### src/rtl/fx3_sfifo_emu_if.sv
// ---------------------------------------------------------------------------
// fx3_sfifo_emu_if
//   GPIFII synchronous Slave FIFO bus as seen between the FPGA-side master
//   controller and the FX3 stand-in (fx3_sfifo_emu).
//
//   Signals
//     SLADDR   master -> FX3   endpoint address (0 = EP0 source, 1..3 sinks)
//     SLCSn    master -> FX3   chip select, active low
//     SLOEn    master -> FX3   output enable, active low
//     SLRDn    master -> FX3   read strobe, active low
//     SLWRn    master -> FX3   write strobe, active low
//     PKTENDn  master -> FX3   packet end, active low
//     DQ_w     master -> FX3   write data
//     DQ_r     FX3 -> master   read data
//     FLAGA    FX3 -> master   EP0 has data
//     FLAGB..D FX3 -> master   EP1..3 buffer accepting writes
//
//   Modports
//     master : FPGA controller side
//     slave  : FX3 emulator side
// ---------------------------------------------------------------------------
interface fx3_sfifo_emu_if #(
   parameter int GpifWidth = 32
) ();
   logic [1:0]           SLADDR;
   logic                 SLCSn;
   logic                 SLOEn;
   logic                 SLRDn;
   logic                 SLWRn;
   logic                 PKTENDn;
   logic [GpifWidth-1:0] DQ_w;
   logic [GpifWidth-1:0] DQ_r;
   logic                 FLAGA;
   logic                 FLAGB;
   logic                 FLAGC;
   logic                 FLAGD;

   modport master (
      output SLADDR, SLCSn, SLOEn, SLRDn, SLWRn, PKTENDn, DQ_w,
      input  DQ_r, FLAGA, FLAGB, FLAGC, FLAGD
   );

   modport slave (
      input  SLADDR, SLCSn, SLOEn, SLRDn, SLWRn, PKTENDn, DQ_w,
      output DQ_r, FLAGA, FLAGB, FLAGC, FLAGD
   );
endinterface

### src/rtl/fx3_sfifo_emu.sv
// ---------------------------------------------------------------------------
// fx3_sfifo_emu
//   Device-side emulator of the FX3 GPIFII synchronous Slave FIFO. It answers
//   the master strobes on the gpif bus, sources EP0 data from a small FIFO
//   filled by the host (src_*), and turns writes / packet ends on EP1..3 into
//   a single tagged output stream (snk_*). Each sink endpoint models one FX3
//   DMA buffer of BufWords words that must be released by the host before the
//   endpoint accepts data again.
//
//   Parameters
//     GpifWidth  DQ / stream data width
//     SrcAw      log2 depth of the EP0 source FIFO
//     BufWords   words per emulated DMA buffer on EP1..3 (>= 2)
//
//   Ports
//     clk_i       clock
//     rstn_i      synchronous reset, active low
//     gpif        GPIF slave-FIFO bus (slave modport)
//     src_dt_i    host push data into EP0
//     src_vld_i   host push valid
//     src_rdy_o   EP0 FIFO can take a push
//     snk_dt_o    sunk word (0 on a zero-length packet marker)
//     snk_ep_o    endpoint of the sunk word (1..3)
//     snk_vld_o   sunk beat valid, no backpressure
//     snk_last_o  beat closes the buffer (buffer full or PKTEND)
//     snk_zlp_o   beat is a zero-length packet marker
//     snk_rel_i   per-EP1..3 buffer release pulse from the host
//     err_o       sticky errors: [0] EP0 underflow, [1] sink overflow,
//                 [2] simultaneous RD/WR strobes
// ---------------------------------------------------------------------------
module fx3_sfifo_emu #(
   parameter int GpifWidth = 32,
   parameter int SrcAw     = 4,
   parameter int BufWords  = 16
) (
   input  logic                 clk_i,
   input  logic                 rstn_i,
   fx3_sfifo_emu_if.slave       gpif,
   input  logic [GpifWidth-1:0] src_dt_i,
   input  logic                 src_vld_i,
   output logic                 src_rdy_o,
   output logic [GpifWidth-1:0] snk_dt_o,
   output logic [1:0]           snk_ep_o,
   output logic                 snk_vld_o,
   output logic                 snk_last_o,
   output logic                 snk_zlp_o,
   input  logic [2:0]           snk_rel_i,
   output logic [2:0]           err_o
);

   localparam int NumSink  = 3;
   localparam int SrcDepth = 1 << SrcAw;
   localparam int CntW     = (BufWords > 2) ? $clog2(BufWords) : 1;

   localparam logic [CntW-1:0]  LastIdx  = CntW'(BufWords - 1);
   localparam logic [CntW-1:0]  CntOne   = CntW'(1);
   localparam logic [SrcAw-1:0] PtrOne   = SrcAw'(1);
   localparam logic [SrcAw:0]   FillOne  = (SrcAw + 1)'(1);
   localparam logic [SrcAw:0]   RdyLimit = (SrcAw + 1)'(SrcDepth - 1);

   // ------------------------------------------------------------------------
   // Strobe decode. A cycle with RD and WR both asserted is flagged and
   // otherwise behaves like an idle cycle.
   // ------------------------------------------------------------------------
   logic cs;
   logic conflict;
   logic addr_src;
   logic rd;
   logic wr;
   logic pe;

   always_comb begin
      cs       = ~gpif.SLCSn;
      conflict = cs & ~gpif.SLRDn & ~gpif.SLWRn;
      addr_src = (gpif.SLADDR == 2'd0);
      rd       = cs & ~gpif.SLOEn & ~gpif.SLRDn & addr_src  & ~conflict;
      wr       = cs & ~gpif.SLWRn               & ~addr_src & ~conflict;
      pe       = cs & ~gpif.PKTENDn             & ~addr_src & ~conflict;
   end

   // ------------------------------------------------------------------------
   // EP0 source FIFO
   // ------------------------------------------------------------------------
   logic [GpifWidth-1:0] src_mem [SrcDepth];
   logic [GpifWidth-1:0] rd_word_q;
   logic [SrcAw-1:0]     wr_ptr_q, wr_ptr_d;
   logic [SrcAw-1:0]     rd_ptr_q, rd_ptr_d;
   logic [SrcAw:0]       fill_q, fill_d;
   logic                 src_rdy_q;
   logic                 flaga_q;
   logic                 rd_vld_q;
   logic                 rd_uf_q;
   logic [GpifWidth-1:0] dq_q;
   logic                 push;
   logic                 pop;
   logic                 underflow;

   always_comb begin
      push      = src_vld_i & src_rdy_q;
      pop       = rd & (fill_q != '0);
      underflow = rd & (fill_q == '0);

      wr_ptr_d = wr_ptr_q;
      rd_ptr_d = rd_ptr_q;
      fill_d   = fill_q;
      if (push) begin
         wr_ptr_d = wr_ptr_q + PtrOne;
      end
      if (pop) begin
         rd_ptr_d = rd_ptr_q + PtrOne;
      end
      case ({push, pop})
         2'b10:   fill_d = fill_q + FillOne;
         2'b01:   fill_d = fill_q - FillOne;
         default: fill_d = fill_q;
      endcase
   end

   // Storage with a registered read of the current head. The read happens
   // every cycle; the second stage only takes it when a pop was issued, so
   // the head word captured at the pop edge is the one that reaches DQ.
   // When the FIFO is full both pointers are equal; the read-before-write
   // behaviour returns the old head, which is the word being popped.
   always_ff @(posedge clk_i) begin
      if (push) begin
         src_mem[wr_ptr_q] <= src_dt_i;
      end
      rd_word_q <= src_mem[rd_ptr_q];
   end

   always_ff @(posedge clk_i) begin
      if (!rstn_i) begin
         wr_ptr_q  <= '0;
         rd_ptr_q  <= '0;
         fill_q    <= '0;
         src_rdy_q <= 1'b0;
         flaga_q   <= 1'b0;
         rd_vld_q  <= 1'b0;
         rd_uf_q   <= 1'b0;
         dq_q      <= '0;
      end else begin
         wr_ptr_q  <= wr_ptr_d;
         rd_ptr_q  <= rd_ptr_d;
         fill_q    <= fill_d;
         // Ready is one cycle stale, so it drops one word early: the push
         // accepted in the cycle it still reads high lands in the last slot.
         src_rdy_q <= (fill_q < RdyLimit);
         flaga_q   <= (fill_q != '0);
         rd_vld_q  <= rd;
         rd_uf_q   <= underflow;
         // DQ holds the last read result until the next read completes.
         if (rd_vld_q) begin
            dq_q <= rd_uf_q ? '0 : rd_word_q;
         end
      end
   end

   // ------------------------------------------------------------------------
   // EP1..3 sink buffers
   // ------------------------------------------------------------------------
   logic [NumSink-1:0] sel;
   logic [NumSink-1:0] at_last;
   logic [NumSink-1:0] held;
   logic [NumSink-1:0] ep_flag;
   logic               held_cur;
   logic               last_cur;
   logic               wr_fwd;
   logic               commit;
   logic               zlp;
   logic               drop;

   // Only the addressed endpoint matters for the beat; with SLADDR == 0 all
   // selects are low and wr/pe are already masked.
   always_comb begin
      held_cur = |(held & sel);
      last_cur = |(at_last & sel);
      wr_fwd   = wr & ~held_cur;
      commit   = wr_fwd & (pe | last_cur);
      zlp      = pe & ~wr & ~held_cur;
      drop     = (wr | pe) & held_cur;
   end

   for (genvar gi = 0; gi < NumSink; gi++) begin : g_sink
      logic [CntW-1:0] cnt_q, cnt_d;
      logic            held_q, held_d;
      logic            flag_q;

      assign sel[gi]     = (gpif.SLADDR == 2'(gi + 1));
      assign at_last[gi] = (cnt_q == LastIdx);
      assign held[gi]    = held_q;
      assign ep_flag[gi] = flag_q;

      // Commit takes priority over a release in the same cycle. A release
      // while the endpoint is not held simply leaves held at 0.
      always_comb begin
         cnt_d  = cnt_q;
         held_d = held_q;
         if (sel[gi] && (commit || zlp)) begin
            cnt_d  = '0;
            held_d = 1'b1;
         end else if (sel[gi] && wr_fwd) begin
            cnt_d = cnt_q + CntOne;
         end else if (snk_rel_i[gi]) begin
            held_d = 1'b0;
         end
      end

      always_ff @(posedge clk_i) begin
         if (!rstn_i) begin
            cnt_q  <= '0;
            held_q <= 1'b0;
            flag_q <= 1'b0;
         end else begin
            cnt_q  <= cnt_d;
            held_q <= held_d;
            flag_q <= ~held_q;
         end
      end
   end

   // ------------------------------------------------------------------------
   // Sink output beat and sticky errors
   // ------------------------------------------------------------------------
   logic [GpifWidth-1:0] snk_dt_q;
   logic [1:0]           snk_ep_q;
   logic                 snk_vld_q;
   logic                 snk_last_q;
   logic                 snk_zlp_q;
   logic [2:0]           err_q;

   always_ff @(posedge clk_i) begin
      if (!rstn_i) begin
         snk_dt_q   <= '0;
         snk_ep_q   <= '0;
         snk_vld_q  <= 1'b0;
         snk_last_q <= 1'b0;
         snk_zlp_q  <= 1'b0;
         err_q      <= '0;
      end else begin
         snk_vld_q  <= wr_fwd | zlp;
         snk_dt_q   <= wr_fwd ? gpif.DQ_w : '0;
         snk_ep_q   <= (wr_fwd | zlp) ? gpif.SLADDR : 2'd0;
         snk_last_q <= commit | zlp;
         snk_zlp_q  <= zlp;
         err_q      <= err_q | {conflict, drop, underflow};
      end
   end

   // ------------------------------------------------------------------------
   // Outputs
   // ------------------------------------------------------------------------
   assign gpif.DQ_r  = dq_q;
   assign gpif.FLAGA = flaga_q;
   assign gpif.FLAGB = ep_flag[0];
   assign gpif.FLAGC = ep_flag[1];
   assign gpif.FLAGD = ep_flag[2];

   assign src_rdy_o  = src_rdy_q;
   assign snk_dt_o   = snk_dt_q;
   assign snk_ep_o   = snk_ep_q;
   assign snk_vld_o  = snk_vld_q;
   assign snk_last_o = snk_last_q;
   assign snk_zlp_o  = snk_zlp_q;
   assign err_o      = err_q;

endmodule

### src/flat_wrapper.sv
// flat-port wrapper written by rule: the top's interface ports become plain ports
module fx3_sfifo_emu_flat 
#(
   parameter int GpifWidth = 32,
   parameter int SrcAw     = 4,
   parameter int BufWords  = 16
)
  (clk_i, rstn_i, src_dt_i, src_vld_i, src_rdy_o, snk_dt_o, snk_ep_o, snk_vld_o, snk_last_o, snk_zlp_o, snk_rel_i, err_o, gpif_SLADDR, gpif_SLCSn, gpif_SLOEn, gpif_SLRDn, gpif_SLWRn, gpif_PKTENDn, gpif_DQ_w, gpif_DQ_r, gpif_FLAGA, gpif_FLAGB, gpif_FLAGC, gpif_FLAGD);
  fx3_sfifo_emu_if #(.GpifWidth(GpifWidth)) gpif_i ();
  input  logic clk_i;
  input  logic rstn_i;
  input  logic [GpifWidth-1:0] src_dt_i;
  input  logic src_vld_i;
  output logic src_rdy_o;
  output logic [GpifWidth-1:0] snk_dt_o;
  output logic [1:0] snk_ep_o;
  output logic snk_vld_o;
  output logic snk_last_o;
  output logic snk_zlp_o;
  input  logic [2:0] snk_rel_i;
  output logic [2:0] err_o;
  input wire logic [$bits(gpif_i.SLADDR)-1:0] gpif_SLADDR;
  input wire logic [$bits(gpif_i.SLCSn)-1:0] gpif_SLCSn;
  input wire logic [$bits(gpif_i.SLOEn)-1:0] gpif_SLOEn;
  input wire logic [$bits(gpif_i.SLRDn)-1:0] gpif_SLRDn;
  input wire logic [$bits(gpif_i.SLWRn)-1:0] gpif_SLWRn;
  input wire logic [$bits(gpif_i.PKTENDn)-1:0] gpif_PKTENDn;
  input wire logic [$bits(gpif_i.DQ_w)-1:0] gpif_DQ_w;
  output wire logic [$bits(gpif_i.DQ_r)-1:0] gpif_DQ_r;
  output wire logic [$bits(gpif_i.FLAGA)-1:0] gpif_FLAGA;
  output wire logic [$bits(gpif_i.FLAGB)-1:0] gpif_FLAGB;
  output wire logic [$bits(gpif_i.FLAGC)-1:0] gpif_FLAGC;
  output wire logic [$bits(gpif_i.FLAGD)-1:0] gpif_FLAGD;
  assign gpif_i.SLADDR = gpif_SLADDR;
  assign gpif_i.SLCSn = gpif_SLCSn;
  assign gpif_i.SLOEn = gpif_SLOEn;
  assign gpif_i.SLRDn = gpif_SLRDn;
  assign gpif_i.SLWRn = gpif_SLWRn;
  assign gpif_i.PKTENDn = gpif_PKTENDn;
  assign gpif_i.DQ_w = gpif_DQ_w;
  assign gpif_DQ_r = gpif_i.DQ_r;
  assign gpif_FLAGA = gpif_i.FLAGA;
  assign gpif_FLAGB = gpif_i.FLAGB;
  assign gpif_FLAGC = gpif_i.FLAGC;
  assign gpif_FLAGD = gpif_i.FLAGD;
  fx3_sfifo_emu #(.GpifWidth(GpifWidth), .SrcAw(SrcAw), .BufWords(BufWords)) u_core (.clk_i(clk_i), .rstn_i(rstn_i), .gpif(gpif_i), .src_dt_i(src_dt_i), .src_vld_i(src_vld_i), .src_rdy_o(src_rdy_o), .snk_dt_o(snk_dt_o), .snk_ep_o(snk_ep_o), .snk_vld_o(snk_vld_o), .snk_last_o(snk_last_o), .snk_zlp_o(snk_zlp_o), .snk_rel_i(snk_rel_i), .err_o(err_o));
endmodule
### config.mk
export PLATFORM = sky130hd
export DESIGN_NAME = fx3_sfifo_emu_flat
export DESIGN_NICKNAME = d
export VERILOG_FILES = /design/src/rtl/fx3_sfifo_emu_if.sv /design/src/rtl/fx3_sfifo_emu.sv /design/src/flat_wrapper.sv
export SDC_FILE = /design/constraint.sdc
export NUM_CORES = 1
export LEC_CHECK = 0
export BUFFER_PORTS_ARGS = -buffer_cell sky130_fd_sc_hd__clkbuf_2
export CORE_MARGIN = 2
export CORE_UTILIZATION = 35
export DETAILED_ROUTE_END_ITERATION = 8
export HOLD_SLACK_MARGIN = 0.02
export PLACE_DENSITY = 0.51
export SYNTH_ARGS = -nofsm -noshare
export SYNTH_HDL_FRONTEND = slang
export SYNTH_SLANG_ARGS = --single-unit
### constraint.sdc
create_clock -name clk_i -period 5.05 [get_ports clk_i]
set_input_delay 0.505 -clock clk_i [delete_from_list [all_inputs] [get_ports clk_i]]
set_output_delay 0.505 -clock clk_i [all_outputs]
set_load 0.05 [all_outputs]
# [Yosys cells after proc, flatten, opt, wreduce, memory -nomap -nowiden]
# Memory sizes are Yosys's and may differ from the RTL's. A register that Yosys moved wholly into a read port is not among the register bits.
# Index checks and enable logic that the tools add are counted.
[word_totals] register_bits=107 mem_bits_rw=512 inputBits=77 output_inout_bits=77 wordCells=120 mem_count=1
[mem_list] memory="u_core.src_mem" words=16 word_bits=32 read_ports=1 rd_clocked_by_memory_dff=1 write_ports=1 line_no="fx3_sfifo_emu.sv:84" text="logic [GpifWidth-1:0] src_mem [SrcDepth];"
[classes] n_addsub=7 magnitude_cmp=1 eq_ne=11 mux=13 n_bitwise=40 reduce_logical=24
[ops] op="32-bit two-way mux" count=1
[ops] op="4-bit by 1-bit adder with 4-bit output (second input constant)" count=5
[ops] op="1-bit bitwise AND" count=20
[ops] op="1-bit inverter" count=13
[ops] op="4-bit == test (second input constant)" count=3
[ops] op="1-bit two-way mux" count=11
[ops] op="5-bit case mux with 2 select lines" count=1
[ops] op="2-bit AND reduction" count=5
[ops] op="2-bit nonzero test" count=4
[ops] op="3-bit bitwise AND" count=2
[ops] op="2-bit == test (second input constant)" count=3
[ops] op="1-bit logical AND" count=6
[ops] op="2-bit by 1-bit != test with 1-bit output (second input constant)" count=3
[ops] op="2-bit OR reduction" count=3
[ops] op="3-bit OR reduction" count=2
[ops] op="5-bit by 1-bit adder with 5-bit output (second input constant)" count=1
[ops] op="5-bit logical NOT" count=1
[ops] op="5-bit by 4-bit less-than comparator with 1-bit output (second input constant)" count=1
[ops] op="5-bit nonzero test" count=1
[ops] op="5-bit by 1-bit subtractor with 5-bit output (second input constant)" count=1
[ops] op="2-bit by 1-bit == test with 1-bit output (second input constant)" count=2
[ops] op="1-bit OR" count=4
[ops] op="3-bit OR" count=1
[ops] op="2-bit logical NOT" count=1
[ops] op="1-bit logical OR" count=1

# [Depth between registers and ports, before layout]
[logic_depth] depth_word=12 ltp_mapped=11

# [Least setup slack after synthesis]
# Ideal clock, no wire load.
[synth_path] path_type="flip-flop to flip-flop" start="register u_core.src_rdy_q (netlist: u_core.src_rdy_o)" end="memory u_core.src_mem[3][0], enable pin" setup_ns=0.461 arrival_time_ns=3.426 t_required_ns=4.589 slack_ns=1.163 path_stages_with_launch=5 path_cell_list="dfxtp_1 > and2_1 > clkbuf_1 > nand2_1 > nor3_1"
[synth_via] elab_chain_len=3
[synth_rtl] item="from (decl)" line_no="fx3_sfifo_emu.sv:89" text="logic src_rdy_q;"
[synth_rtl] item="from (signal assigned)" line_no="fx3_sfifo_emu.sv:147" text="src_rdy_q <= (fill_q < RdyLimit);"
[synth_rtl] item="1-bit bitwise AND" line_no="fx3_sfifo_emu.sv:99" text="push = src_vld_i & src_rdy_q;"
[synth_rtl] item="1-bit two-way mux" line_no="fx3_sfifo_emu.sv:125" text="if (push) begin"
[synth_rtl] item="1-bit two-way mux (implied by the code)" line_no="fx3_sfifo_emu.sv:126" text="src_mem[wr_ptr_q] <= src_dt_i;"
[synth_rtl] item="to (decl)" line_no="fx3_sfifo_emu.sv:84"
# Every way passes these cells.

# [Final worst setup path]
[layout_path] start="register u_core.fill_q[1]" end="register u_core.fill_q[4]"
[layout_via] elab_chain_len=4
[layout_rtl] item="from (decl)" line_no="fx3_sfifo_emu.sv:88" text="logic [SrcAw:0] fill_q, fill_d;"
[layout_rtl] item="from (signal assigned)" line_no="fx3_sfifo_emu.sv:144" text="fill_q <= fill_d;"
[layout_rtl] item="5-bit nonzero test *" line_no="fx3_sfifo_emu.sv:100" text="pop = rd & (fill_q != '0);"
[layout_rtl] item="1-bit bitwise AND *" line_no="fx3_sfifo_emu.sv:100"
[layout_rtl] item="via u_core.pop" line_no="fx3_sfifo_emu.sv:95" text="logic pop;"
[layout_rtl] item="2-bit by 1-bit == test with 1-bit output / 2-bit == test (equally long branches)" line_no="fx3_sfifo_emu.sv:112" text="case ({push, pop})"
[layout_rtl] item="5-bit case mux with 2 select lines / 2-bit nonzero test (equally long branches)"
# Mark *: on every way through the listed nets, which the timed path passes. The rest lies on a longest branch.
# A chain may end at the register's enable or synchronous reset.

==> reports/qor_table.md <==
| Item | This run |
| --- | --- |
| Outcome | finished clean |
| Final sum of negative setup slack | 0 ns |
| Worst path setup slack after routing | 2.19 ns |
| Layout Area Growth over Synthesis | 17.4% |
| Number of synthesized register bits | 651 |
| Antenna diodes | 0 |
| Number of nets with antenna violations after detailed routing | 0 |
| Maximum achievable frequency | 349 MHz |
| CTS tree | yes |
| Detailed router's first-iteration violation count | 887 |
| Category of the worst setup path capture point | flop |
| Initial antenna violation count | 3 |
| CTS Root Buffer Type | clkbuf_16 |
| Hold Path Depth | 2 |
| Post-Syn Instances | 1181 |
| Leakage power of the design | 9.34 nW |
| Clock Latency Late Sink | 0.61 ns |
| Number of vias in the routed layout | 11700 |
| Max-slew headroom at the worst pin | 27.9% |
| Wirelength, routed | 54.3 mm |
| FF-to-FF Start | u_core.fill_q[1] |
| Clock-pin slew on the worst setup and hold paths | 0.06 ns |
| Crit Reg-Reg Endpoint | u_core.fill_q[4] |
| Endpoint of the worst hold path | u_core.snk_dt_o[26] |
| H-tree Lvls | 3 |
| Crit path buffers/inverters | 0 |
| Chip height | 265 µm |
| Largest net degree at the start of global routing | 64 |
| Mapped Avg Cell Area | 20.2 µm² |
| Cell type contributing the most total cell area after synthesis | edfxtp_1 |
| Layout cell share with drive strength beyond 1 | 32.4% |
| Post-Place Worst Slack | 2.10 ns |
| Most used cell, CP | nor2_1 |
| Required time worst endpoint | 5.56 ns |
| Dominant register cell in the synthesized netlist | edfxtp_1 |
| Final clock skew | 0.0236 ns |
| Standard cell core area | 0.0673 mm² |
| Largest delay contributor family on the critical path | simple AND/OR/NAND/NOR gates |
| Post-synth top area share | 64.5% |
| Min Tclk post-route | 2.86 ns |
| Worst-case vdd ir drop | 255 µV |
| Cell-by-cell trace of the critical path | or4_1, nor2_1, nor2_1, ha_1, fa_1, a21o_1, a21oi_1, xor2_1, o211ai_1, o31ai_1 |
| Ratio of final minimum period to clock period | 56.7% |
| DR vias/cell | 5.07 |
| Yosys warnings | 0 |
| Post-layout nets | 1465 |
| Highest cell delay on the worst timing path | 0.56 ns |
| Min-Delay Path Class | in -> reg |
| Unrepaired setup endpoints after global routing | no |
| Total of hold buffers inserted after clock tree synthesis | 0 |
| Max-slew violation count | 0 |
| Vias in the first global route | 12100 |
| Startpoint kind of the worst setup timing path | flop |
| Setup fix buffers added after clock tree synthesis | 0 |
| Overall die width | 265 µm |
| Final GP Congestion | 0.746 |
| Most frequent cells after synthesis | 512 x edfxtp_1, 160 x mux4_2, 139 x dfxtp_1 |
| CTS Buf Count | 71 |
| Combined area of all synthesized cells | 0.0239 mm² |
| Number of distinct library cells after synthesis | 48 |
| Data arrival time of the critical path | 3.38 ns |
| Overall overflow remaining after global route | 0 |
| Clock sink count | 651 |
| Residual DRC | 0 |
| Hold Vio Cnt, Final | 0 |
| Max-cap viol count | 0 |
| CP max-delay cell | or4_1 |
| Pre-Repair DR Iteration Count | 7 |
| Starting utilization of the core area | 35.5% |
| Slew of the pin with the lowest slew margin | 1.08 ns |
| Length in cells of the worst reg-to-reg path | 10 |
| Buffers on Ports | 153 |
| Total of cells resized after clock tree synthesis | 0 |
| Number of ports placed on the die boundary | 154 |
| Most numerous cell in the Yosys netlist | edfxtp_1 |
| Start point of the worst min-delay path | gpif_DQ_w[26] |
| Area enclosed by the die boundary | 0.0703 mm² |
| Start-to-end type of the worst setup path | reg -> reg |
| Routed wire per std cell | 23.6 µm |
| Rows | 95 |
| Sequential area share after synthesis | 76.1% |
| Async set or reset register ratio after synthesis | 0% |
| Maximum buffer depth of the clock tree | 3 |
| Number of enable flip-flop cells after synthesis | 512 |
| Synth top area cells | edfxtp_1 64%, mux4_2 15%, dfxtp_1 12% |
| # setup viols final | 0 |
| Total power per unit cell area | 390 mW/mm² |
| Smallest hold slack | 0.138 ns |
| Highest net fanout along the worst path | 5 |
| First-pass GRT wire length | 81.0 mm |
| DP HPWL | 31.6 mm |
| Total global-route track usage | 15.6% |
| Minimum setup slack among reg-to-reg paths | 2.19 ns |
| Post-Syn Nets | 1271 |
-- area by class of cell --
class                           count  area (µm²)
Clock buffer                       99        1910
Clock inverter                     28         244
Fill cell                        5959       39300
Inverter                            7        26.3
Multi-Input combinational cell    461        5540
Sequential cell                   651       18200
Tap cell                          873        1090
Timing Repair Buffer              183        1030
-- worst max path at each step --
stage / startpoint / endpoint / cells after the start
floorplan: u_core.src_rdy_o / u_core.src_mem[3][0] / 4
global placement: gpif_SLADDR[1] / u_core.fill_q[4] / 11
detailed placement: gpif_SLADDR[1] / u_core.fill_q[4] / 11
CTS: u_core.fill_q[1] / u_core.fill_q[4] / 10
global route: u_core.fill_q[1] / u_core.fill_q[4] / 10
finish: u_core.fill_q[1] / u_core.fill_q[4] / 10
-- cell usage in the layout, fill, tap and decap left out, drive strengths merged, types with 3 or more instances in the layout --
| master | synthesis | layout |
|---|---|---|
| nand2 | 15 | 15 |
| xor2 | 5 | 5 |
| a21oi | 44 | 44 |
| and3 | 33 | 33 |
| nand2b | 9 | 9 |
| clkbuf | 44 | 252 |
| nor2b | 34 | 34 |
| inv | 6 | 11 |
| clkinv | 1 | 21 |
| nand3 | 5 | 5 |
| nor4 | 3 | 3 |
| edfxtp | 512 | 512 |
| nand3b | 5 | 5 |
| mux4 | 160 | 160 |
| nand4 | 4 | 4 |
| buf | 18 | 30 |
| ha | 12 | 12 |
| o21ai | 4 | 4 |
| dfxtp | 139 | 139 |
| o211a | 5 | 5 |
| o31ai | 5 | 5 |
| mux2i | 3 | 3 |
| nor3 | 11 | 11 |
| xnor2 | 9 | 9 |
| and2 | 3 | 3 |
| a21o | 3 | 3 |
| nor2 | 67 | 67 |
-- stage by stage --
step	instances	total power, mW	area, µm²	utilization, %
CTS	2302	11.1	28000	41.6
global placement	2175	6.20	25900	38.4
floorplan	1181	6.06	23900	-
global route	2302	11.3	28000	41.6
detailed placement	2175	6.21	25900	38.4
finish	2302	10.9	28000	41.6
-- cell families (layout without fill, tap and decap cells) --
logic type | count (synthesis) | count (layout) | synth area share, %
compound gates | 72 | 72 | 1.85
fa+ha+maj | 13 | 13 | 0.713
buf+inv | 69 | 317 | 1.16
simple gates | 198 | 198 | 4.36
flops | 651 | 651 | 76.1
xor+xnor | 14 | 14 | 0.514
mux | 164 | 164 | 15.3
-- sequential cells by signal (all words and copies together), names as in the netlist, 2 cells and up --
signal,count
u_core.err_o,3
u_core.fill_q,5
u_core.g_sink.cnt_q,12
u_core.g_sink.held_q,3
u_core.gpif.DQ_r,32
u_core.rd_ptr_q,4
u_core.rd_word_q,32
u_core.snk_dt_o,32
u_core.snk_ep_o,2
u_core.src_mem,512
u_core.wr_ptr_q,4
-- where the power goes --
group	switching, mW	internal (mW)	total (mW)
sequential	0.0181	5.82	5.84
combinational	0.176	0.0742	0.250
clock	2.08	2.77	4.84
-- worst reg2reg max path, cell delays in order (launching register included) --
cell and delay, ns:
dfxtp_1 0.36, or4_1 0.56, nor2_1 0.25, nor2_1 0.13
ha_1 0.30, fa_1 0.44, a21o_1 0.18, a21oi_1 0.17
xor2_1 0.21, o211ai_1 0.10, o31ai_1 0.08
-- metal layers --
| metal | part of all wire, % | global-route usage, % | up-vias |
|---|---|---|---|
| met1 | 44 | 21.5 | 6125 |
| met3 | 5.1 | 3.29 | 77 |
| li1 | - | - | 5140 |
| met5 | 0.042 | 0 | - |
| met4 | 2.1 | 4.18 | 4 |
| met2 | 48 | 25.3 | 335 |
(Power assumes the default switching activity.)
